[config.mk]
export PLATFORM = sky130hd
export DESIGN_NAME = exe_muldiv
export DESIGN_NICKNAME = d
export VERILOG_FILES = /design/src/rtl/exe_muldiv.sv
export SDC_FILE = /design/constraint.sdc
export NUM_CORES = 2
export LEC_CHECK = 0
export CAP_MARGIN = 20
export CORE_ASPECT_RATIO = 1.75
export CORE_MARGIN = 2
export CORE_UTILIZATION = 65
export DETAILED_ROUTE_END_ITERATION = 10
export HOLD_SLACK_MARGIN = 0.1
export PLACE_DENSITY = 0.83
export SLEW_MARGIN = 5
export SYNTH_ARGS = -nofsm -noshare
export SYNTH_HDL_FRONTEND = slang
export SYNTH_SLANG_ARGS = --single-unit
[constraint.sdc]
create_clock -name clk_i -period 27.5 [get_ports clk_i]
set_input_delay 8.25 -clock clk_i [delete_from_list [all_inputs] [get_ports clk_i]]
set_output_delay 8.25 -clock clk_i [all_outputs]
set_load 0.01 [all_outputs]
[src/rtl/exe_muldiv.sv]
// exe_muldiv: multi-cycle RV32M/RV64M multiply/divide unit for the execute stage.
// It accepts one M-extension op per start/ready handshake and stalls the pipe
// through busy_o while it computes. The result comes back as a registered
// write-back (valid/ack) on reg_waddr_o / reg_wdata_o.
// Multiply takes a single compute cycle. Divide and remainder use a radix-2
// restoring divider that produces one quotient bit per cycle.
// Optional macro EXE_MULDIV_EARLY_OUT_EN lets divide-by-zero, signed overflow
// and |divisor| > |dividend| skip the iterations. Results are the same either way.
//
// state | meaning
// IDLE  | ready for a new op
// MUL   | form the 2*XLEN product and select the half the op asks for
// DPREP | take operand magnitudes, record result signs, load divider
// DIV   | one restoring-division step per cycle, XLEN steps
// DONE  | load output registers, then hold the result until ack_i

module exe_muldiv #(
    parameter int XLEN    = 32,
    parameter int RADDR_W = 5
) (
    input  logic               clk_i,
    input  logic               rst_n_i,
    input  logic               start_i,
    input  logic [2:0]         op_i,
    input  logic [XLEN-1:0]    op1_i,
    input  logic [XLEN-1:0]    op2_i,
    input  logic [RADDR_W-1:0] reg_waddr_i,
    input  logic               flush_i,
    input  logic               ack_i,
    output logic               ready_o,
    output logic               busy_o,
    output logic               valid_o,
    output logic               reg_we_o,
    output logic [RADDR_W-1:0] reg_waddr_o,
    output logic [XLEN-1:0]    reg_wdata_o
);

    localparam int CNT_W = $clog2(XLEN) + 1;
    localparam logic [CNT_W-1:0] CNT_LOAD = CNT_W'(XLEN);
    localparam logic [CNT_W-1:0] CNT_LAST = CNT_W'(1);
    localparam logic [XLEN-1:0]  MIN_NEG  = {1'b1, {(XLEN-1){1'b0}}};

    localparam logic [2:0] OP_MUL    = 3'd0;
    localparam logic [2:0] OP_MULH   = 3'd1;
    localparam logic [2:0] OP_MULHSU = 3'd2;

    typedef enum logic [2:0] {
        S_IDLE,
        S_MUL,
        S_DPREP,
        S_DIV,
        S_DONE
    } state_t;

    state_t state_q, state_d;

    logic [2:0]         op_q;
    logic [XLEN-1:0]    a_q, b_q;
    logic [RADDR_W-1:0] waddr_q;
    logic [XLEN-1:0]    result_q;
    logic [XLEN-1:0]    dvd_q;      // dividend bits shift out, quotient bits shift in
    logic [XLEN-1:0]    dvs_q;
    logic [XLEN-1:0]    rem_q;
    logic [CNT_W-1:0]   cnt_q;
    logic               q_neg_q, r_neg_q;

    logic               out_valid_q;
    logic [RADDR_W-1:0] out_waddr_q;
    logic [XLEN-1:0]    out_wdata_q;

    logic accept;
    assign accept = start_i && (state_q == S_IDLE);

    // Multiply: sign- or zero-extend both operands to 2*XLEN. The low 2*XLEN
    // bits of the product are then exact for every signedness mix.
    logic               a_msb_sgn, b_msb_sgn;
    logic [2*XLEN-1:0]  a_ext, b_ext, prod;
    logic [XLEN-1:0]    mul_res;

    always_comb begin
        a_msb_sgn = ((op_q == OP_MULH) || (op_q == OP_MULHSU)) && a_q[XLEN-1];
        b_msb_sgn = (op_q == OP_MULH) && b_q[XLEN-1];
        a_ext     = {{XLEN{a_msb_sgn}}, a_q};
        b_ext     = {{XLEN{b_msb_sgn}}, b_q};
        prod      = a_ext * b_ext;
        mul_res   = (op_q == OP_MUL) ? prod[XLEN-1:0] : prod[2*XLEN-1:XLEN];
    end

    // Divide: operand magnitudes, special-case results and one restoring step
    logic            div_signed, is_rem, a_neg, b_neg;
    logic [XLEN-1:0] abs_a, abs_b;
    logic            div_zero, div_ovf;
    logic [XLEN-1:0] special_res;
    logic [XLEN:0]   rem_shift, diff;
    logic            q_bit;
    logic [XLEN-1:0] rem_next, dvd_next, q_fix, r_fix, div_res;
    logic            early_out;

    always_comb begin
        div_signed = ~op_q[0];
        is_rem     = op_q[1];
        a_neg      = div_signed && a_q[XLEN-1];
        b_neg      = div_signed && b_q[XLEN-1];
        abs_a      = a_neg ? ('0 - a_q) : a_q;
        abs_b      = b_neg ? ('0 - b_q) : b_q;
        div_zero   = (b_q == '0);
        div_ovf    = div_signed && (a_q == MIN_NEG) && (b_q == '1);

        // Small-quotient case falls in the last branch: quotient 0, remainder = dividend
        if (div_zero)
            special_res = is_rem ? a_q : '1;
        else if (div_ovf)
            special_res = is_rem ? '0 : a_q;
        else
            special_res = is_rem ? a_q : '0;

        rem_shift = {rem_q, dvd_q[XLEN-1]};
        diff      = rem_shift - {1'b0, dvs_q};
        q_bit     = ~diff[XLEN];
        rem_next  = q_bit ? diff[XLEN-1:0] : rem_shift[XLEN-1:0];
        dvd_next  = {dvd_q[XLEN-2:0], q_bit};
        q_fix     = q_neg_q ? ('0 - dvd_next) : dvd_next;
        r_fix     = r_neg_q ? ('0 - rem_next) : rem_next;

        if (div_zero || div_ovf)
            div_res = special_res;
        else
            div_res = is_rem ? r_fix : q_fix;

`ifdef EXE_MULDIV_EARLY_OUT_EN
        early_out = div_zero || div_ovf || (abs_b > abs_a);
`else
        early_out = 1'b0;
`endif
    end

    // State register
    always_ff @(posedge clk_i) begin
        if (!rst_n_i)
            state_q <= S_IDLE;
        else
            state_q <= state_d;
    end

    // Next-state logic; a flush returns any busy state to IDLE
    always_comb begin
        state_d = state_q;
        case (state_q)
            S_IDLE:  if (accept) state_d = op_i[2] ? S_DPREP : S_MUL;
            S_MUL:   state_d = S_DONE;
            S_DPREP: state_d = early_out ? S_DONE : S_DIV;
            S_DIV:   if (cnt_q == CNT_LAST) state_d = S_DONE;
            S_DONE:  if (out_valid_q && ack_i) state_d = S_IDLE;
            default: state_d = S_IDLE;
        endcase
        if (flush_i && (state_q != S_IDLE))
            state_d = S_IDLE;
    end

    // Operand latch, multiply/divide datapath and registered write-back outputs
    always_ff @(posedge clk_i) begin
        if (!rst_n_i) begin
            op_q        <= '0;
            a_q         <= '0;
            b_q         <= '0;
            waddr_q     <= '0;
            result_q    <= '0;
            dvd_q       <= '0;
            dvs_q       <= '0;
            rem_q       <= '0;
            cnt_q       <= '0;
            q_neg_q     <= 1'b0;
            r_neg_q     <= 1'b0;
            out_valid_q <= 1'b0;
            out_waddr_q <= '0;
            out_wdata_q <= '0;
        end else begin
            case (state_q)
                S_IDLE: begin
                    if (accept) begin
                        op_q    <= op_i;
                        a_q     <= op1_i;
                        b_q     <= op2_i;
                        waddr_q <= reg_waddr_i;
                    end
                end
                S_MUL: result_q <= mul_res;
                S_DPREP: begin
                    dvd_q   <= abs_a;
                    dvs_q   <= abs_b;
                    rem_q   <= '0;
                    cnt_q   <= CNT_LOAD;
                    q_neg_q <= a_neg ^ b_neg;
                    r_neg_q <= a_neg;
                    if (early_out)
                        result_q <= special_res;
                end
                S_DIV: begin
                    dvd_q <= dvd_next;
                    rem_q <= rem_next;
                    cnt_q <= cnt_q - CNT_LAST;
                    if (cnt_q == CNT_LAST)
                        result_q <= div_res;
                end
                S_DONE: begin
                    if (flush_i) begin
                        out_valid_q <= 1'b0;
                    end else if (!out_valid_q) begin
                        out_valid_q <= 1'b1;
                        out_waddr_q <= waddr_q;
                        out_wdata_q <= result_q;
                    end else if (ack_i) begin
                        out_valid_q <= 1'b0;
                    end
                end
                default: ;
            endcase
        end
    end

    assign ready_o     = (state_q == S_IDLE);
    assign busy_o      = (state_q != S_IDLE);
    assign valid_o     = out_valid_q;
    assign reg_waddr_o = out_waddr_q;
    assign reg_wdata_o = out_wdata_q;
    assign reg_we_o    = out_valid_q && (out_waddr_q != '0);

endmodule

* Word level (Yosys, flattened, before mapping)
Cells that the tools add are included.
** Word-level totals
- Input port bits :: 77
- Output and inout port bits :: 41
- Logic and storage cells :: 90
- Bits in registers :: 249
** Cells by class
- Reductions and logical operators :: 24
- Bitwise logic cells :: 6
- $add $sub $neg :: 6
- Eq/ne operators :: 12
- Multiply operators :: 1
- Mux-type cells :: 26
** Operator list (number)
- two-way mux 32 bit :: 14
- case mux 32 bit (2 select lines) :: 3
- subtractor 1 x 32 -> 32 bit, first input constant :: 4
- equality test 32 bit, second input constant :: 2
- multiplier 33 x 33 -> 64 bit :: 1
- subtractor 33 x 32 -> 33 bit :: 1
- logical NOT 32 bit :: 1
- case mux 3 bit (5 select lines) :: 1
- case mux 6 bit (2 select lines) :: 1
- logical AND 1 bit :: 10
- equality test 3 x 2 -> 1 bit, second input constant :: 3
- two-way mux 3 bit :: 3
- equality test 3 x 1 -> 1 bit, second input constant :: 2
- equality test 6 x 1 -> 1 bit, second input constant :: 1
- logical NOT 3 bit :: 2
- AND reduction 3 bit :: 2
- subtractor 6 x 1 -> 6 bit, second input constant :: 1
- NOT 1 bit :: 5
- nonzero test 5 bit :: 1
- != test 2 bit, second input constant :: 2
- AND reduction 2 bit :: 2
- nonzero test 2 bit :: 2
- equality test 3 bit, second input constant :: 1
- two-way mux 1 bit :: 3
- 6 further kinds :: 7

* Depth between registers and ports, before layout
- Depth in word-level cells :: 8
- Gate-level depth with buffers :: 35
- Mapped depth without buffers :: 32

* Worst setup path after synthesis
Ideal clock, no wire load.
- Path kind :: input to register
- From :: in flush_i
- To :: reg out_waddr_q[0] (netlist: reg_waddr_o[0])
- Setup time :: 0.070 ns
- Cell stages on the path :: 4
- Required time :: 27.430 ns
- Setup slack :: 18.113 ns
- Arrival time :: 9.316 ns
- Cells stage by stage :: nor3_1 clkbuf_1 nand2_1 a21oi_1
** Between the ends
- Cells in the longest elaborated chain, start to end :: 2
** RTL lines
- start, declared :: line 28 : input logic flush_i,
- NOT 1 bit (no line)
- AND reduction 3 bit (no line)
- end signal, assigned :: line 210 : out_waddr_q <= waddr_q;
- end, declared :: line 68 : logic [RADDR_W-1:0] out_waddr_q;
No other way between the ends.
A chain may end at the register's enable or synchronous reset.

* Worst setup path after layout
- From :: reg op_q[0]
- To :: reg result_q[31]
** Between the ends
- Cells in the longest elaborated chain, start to end :: 8
- Elaborated cells between the ends (all ways) :: 17
- Those cells by class :: mul (1); eq/ne (2); mux (6); bitwise (1); reduce/logical (7)
** RTL lines
- start, declared :: line 57 : logic [2:0] op_q;
- start signal, assigned :: line 181 : op_q <= op_i;
- parallel branches: the longest is 7 deep, another holds multiplier 33 x 33 -> 64 bit
- case mux 32 bit (2 select lines) (*) :: line 178 : case (state_q)
- end signal, assigned :: line 187 : S_MUL: result_q <= mul_res;
- end signal, assigned :: line 196 : result_q <= special_res;
- end signal, assigned :: line 203 : result_q <= div_res;
- end, declared :: line 60 : logic [XLEN-1:0] result_q;
Every way passes the cells marked *. The select of a mux whose other input is x is not followed.

==> out/results.txt <==
The number of warnings reported in the yosys synthesis log came out at 0. The number of search-and-repair iterations in the first detailed-routing pass is 8. In this design, the critical path's most frequently occurring cell is sky130_fd_sc_hd__fa_1.

In the final routed layout, each cell accounts on average for 24.7 um. Synthesis inferred 249 register bits. Startpoint of the most critical hold path: result_q[9]$_SDFFE_PN0P_. VDD sags by at most 0.211 mV. For the worst setup path, the data required time is 28.04 ns. The worst register-to-register path begins at op_q[0]$_SDFFE_PN0P_. The tools report the number of pins with negative max-slew slack in the final report as 0. The share of cells above drive strength 1 works out to 3.03%. The worst path uses 38.4% of the clock period. The end of the worst register-to-register path is result_q[31]$_SDFFE_PN0P_. The run gives 0 as the post-cts sizing count.

After detailed placement, the design holds a cell count of 7325. For the clock skew, the log shows 0.0251 ns. Counting cells, the worst reg-to-reg path comes to 31. The run gives 0.61 ns as the source-to-sink clock delay at the later pin of the worst-skew pair. The flow ran to the end, and the final reports show no timing, DRC or antenna violations. The total count of hold-check failures in the final report was 0; the first-pass GRT wire length was 280 mm. The completed layout was analyzed and its total power is 4.65 mW.

At the end of the flow, the number of nets in the layout was 7748. For this run the aggregate overflow at the end of global routing stands at 0. After detailed routing, the total wire length is 182 mm. For this run, the top clock speed supported by timing is 94.6 MHz.

The tools report the core area as 81900 um^2. The top cell types in the final layout, fill and taps aside, are sky130_fd_sc_hd__inv_1, sky130_fd_sc_hd__nand2_1, sky130_fd_sc_hd__fa_1, sky130_fd_sc_hd__a21oi_1, sky130_fd_sc_hd__and2_1. The setup check on the worst reg-to-reg path leaves a slack of 16.93 ns. Post-route DRC violation count: 0. The minimum hold slack is 0.456 ns. Cell at the root of the clock tree: sky130_fd_sc_hd__clkbuf_16. The async set-reset flop share out of synthesis is 0%. Setup repair after global routing left no endpoint under its margin.

The floorplan has 139 rows. Timing analysis after detailed placement gives a worst setup slack of 16.98 ns. Horizontal extent of the die: 221 um.

The final instance count without filler cells is 7371, and the number of global-route vias before repair is 49800. For this configuration, the core starts out at a cell density of 65.5%. The average size of a mapped cell is 8.30 um^2, and the DRC violation total after the first TritonRoute iteration is 3897.

The number of I/O port buffers was 117; the number of failing setup endpoints in the final timing report was 0. The worst pin sits at a relative slew slack of 18.5%. Entering global routing, the biggest net connects 89 pins. The cell with the largest stage delay on the worst path was sky130_fd_sc_hd__fa_1. For the number of different library cells in the post-synthesis netlist, the log shows 91. The clock passes through at most 3 buffers. Across the run, the number of max-cap violations was 0. The number of standard cells after synthesis was 6459.

The type of destination of the critical path is a flop. The top flip-flop cell by instance count after synthesis was sky130_fd_sc_hd__dfxtp_1. The smallest clock period supported by the final layout is computed as 10.57 ns. The run gives 11.11 ns as the arrival time of the worst setup path. From synthesis to final layout, the design area changed by 4.76%. Peak per-stage delay on the critical path: 0.84 ns. Detail-routed via count per cell: 6.24. The post-synthesis net count is 7913. For this design, the CTS-stage hold fixing added 0 buffers.

The run gives 1 as the number of levels in the clock H-tree. TritonCTS built the clock tree. Buffers added to address setup during post-CTS repair amount to 0.

The worst hold path was traced through 2 stages. The netlist area before placement was 53600 um^2. STA classifies the critical path startpoint as a flop. Summed over all instances, the cell type with the most area after synthesis is sky130_fd_sc_hd__fa_1. The worst setup path is of the reg -> reg kind. The run gives 249 as the number of sinks on the clock net. After clock tree synthesis, the clock-pin slew on the worst setup and hold paths is 0.08 ns. The min-delay analysis places its worst path in the category reg -> reg.

The power per cell area works out to 82.7 nW/um^2. Detailed routing inserted a total of 46000 vias. Pin placement for this block handled 118 I/O pins. The maximum net fanout on the critical path was 31. The die covers 84900 um^2. Slew of the pin with the lowest slew margin: 1.21 ns. The worst hold path terminates at reg_wdata_o[9]$_SDFFE_PN0P_.

The sequential-to-total area share from yosys stat was 9.29%; the setup slack of the critical path after layout was 16.93 ns. The routability congestion estimate from global placement was 1.05. The area share of the leading cell type in the synthesized netlist was 42.0%; the number of antenna violations at the first check in global routing was 13. The run gives 25.2 nW as the static leakage power. The wire-length estimate of the detail-placed layout is 133 mm. After synthesis, the cell types taking the most area are sky130_fd_sc_hd__fa_1, sky130_fd_sc_hd__dfxtp_1, sky130_fd_sc_hd__inv_1. The vertical extent of the die is 384 um, and the number of flops mapped to enable cells by yosys is 0.

The library cell used most frequently in the layout, excluding fill and tap cells, is sky130_fd_sc_hd__inv_1. In the global route stage, overall resource usage came out at 43.8%. Once detail routing completed, the nets flagged for antenna violations numbered 0. Buffers inserted during clock tree synthesis total 23. After routing, the total negative slack on setup checks comes to 0 ns.
report_power, final:
part | switching (mW) | internal [mW]
logic | 2.60 | 1.19
clock network | 0.173 | 0.184
registers | 0.0694 | 0.431
total | 2.84 | 1.80
synth_stat cells (49+ instances only):
cell type and instances:
sky130_fd_sc_hd__a211oi_1 49, sky130_fd_sc_hd__ha_1 251, sky130_fd_sc_hd__and2_1 323, sky130_fd_sc_hd__a21oi_1 354, sky130_fd_sc_hd__nor2_1 273, sky130_fd_sc_hd__nor3_1 59
sky130_fd_sc_hd__buf_1 112, sky130_fd_sc_hd__xnor2_1 116, sky130_fd_sc_hd__dfxtp_1 249, sky130_fd_sc_hd__xor2_1 88, sky130_fd_sc_hd__nand2_1 1211, sky130_fd_sc_hd__clkbuf_1 289
sky130_fd_sc_hd__o21ai_0 165, sky130_fd_sc_hd__inv_1 1243, sky130_fd_sc_hd__fa_1 1126
worst max path at each step:
stage,start,to,depth (start not counted)
6_report,op_q[0]$_SDFFE_PN0P_,result_q[31]$_SDFFE_PN0P_,31
5_1_grt,op_q[0]$_SDFFE_PN0P_,result_q[31]$_SDFFE_PN0P_,31
4_1_cts,op_q[0]$_SDFFE_PN0P_,result_q[31]$_SDFFE_PN0P_,31
3_5_place_dp,rst_n_i,b_q[30]$_SDFFE_PN0P_,5
3_3_place_gp,rst_n_i,rem_q[5]$_SDFFE_PN0P_,5
2_1_floorplan,flush_i,reg_waddr_o[0]$_SDFFE_PN0P_,4
stage by stage:
step / utilization [%] / instance area, um^2
4_1_cts: 68.6 / 56200
3_5_place_dp: 67.6 / 55400
6_report: 68.6 / 56200
3_3_place_gp: 67.6 / 55400
2_1_floorplan: - / 53600
5_1_grt: 68.6 / 56200
worst max-delay path, delay by kind of cell, from the launching register on:
kind	cells	cell delay, ns
buffers and inverters	6	1.50
and+or+nand+nor	7	1.54
AOI/OAI and AO/OA	8	1.72
DFF	1	0.62
adders and majority gates	9	4.90
xor gates and xnor gates	1	0.19
kinds of logic after synthesis:
logic type | count (synthesis) | share of synthesized area (%)
AO/OA/AOI/OAI | 836 | 9.63
XOR/XNOR | 204 | 3.33
adder cells (fa/ha/maj) | 1377 | 47.9
buffers and inverters | 1656 | 11.6
flip-flops | 249 | 9.29
multiplexers | 36 | 0.700
AND/OR/NAND/NOR | 2101 | 17.5
sequential cells by signal (all words and copies together) (netlist names), 5 cells and up:
| name | count |
|---|---|
| a_q | 32 |
| b_q | 32 |
| cnt_q | 6 |
| reg_waddr_o | 5 |
| dvd_q | 32 |
| waddr_q | 5 |
| reg_wdata_o | 32 |
| result_q | 32 |
| rem_q | 32 |
| dvs_q | 32 |
area by class of cell:
type	count	area (um^2)
Tap cell	1057	1320
Clock buffer	26	607
Multi-Input combinational cell	4554	42500
Timing Repair Buffer	220	1940
Sequential cell	249	4990
Clock inverter	15	184
Antenna cell	4	10.0
Fill cell	6469	25700
Inverter	1246	4680
routing by layer:
metal	track usage (%)	wire [um]
met1	45.1	56000
met2	72.4	85500
met3	10.4	17900
met4	43.5	22400
met5	0	62
No activity file was read; power rests on OpenSTA's default activity.
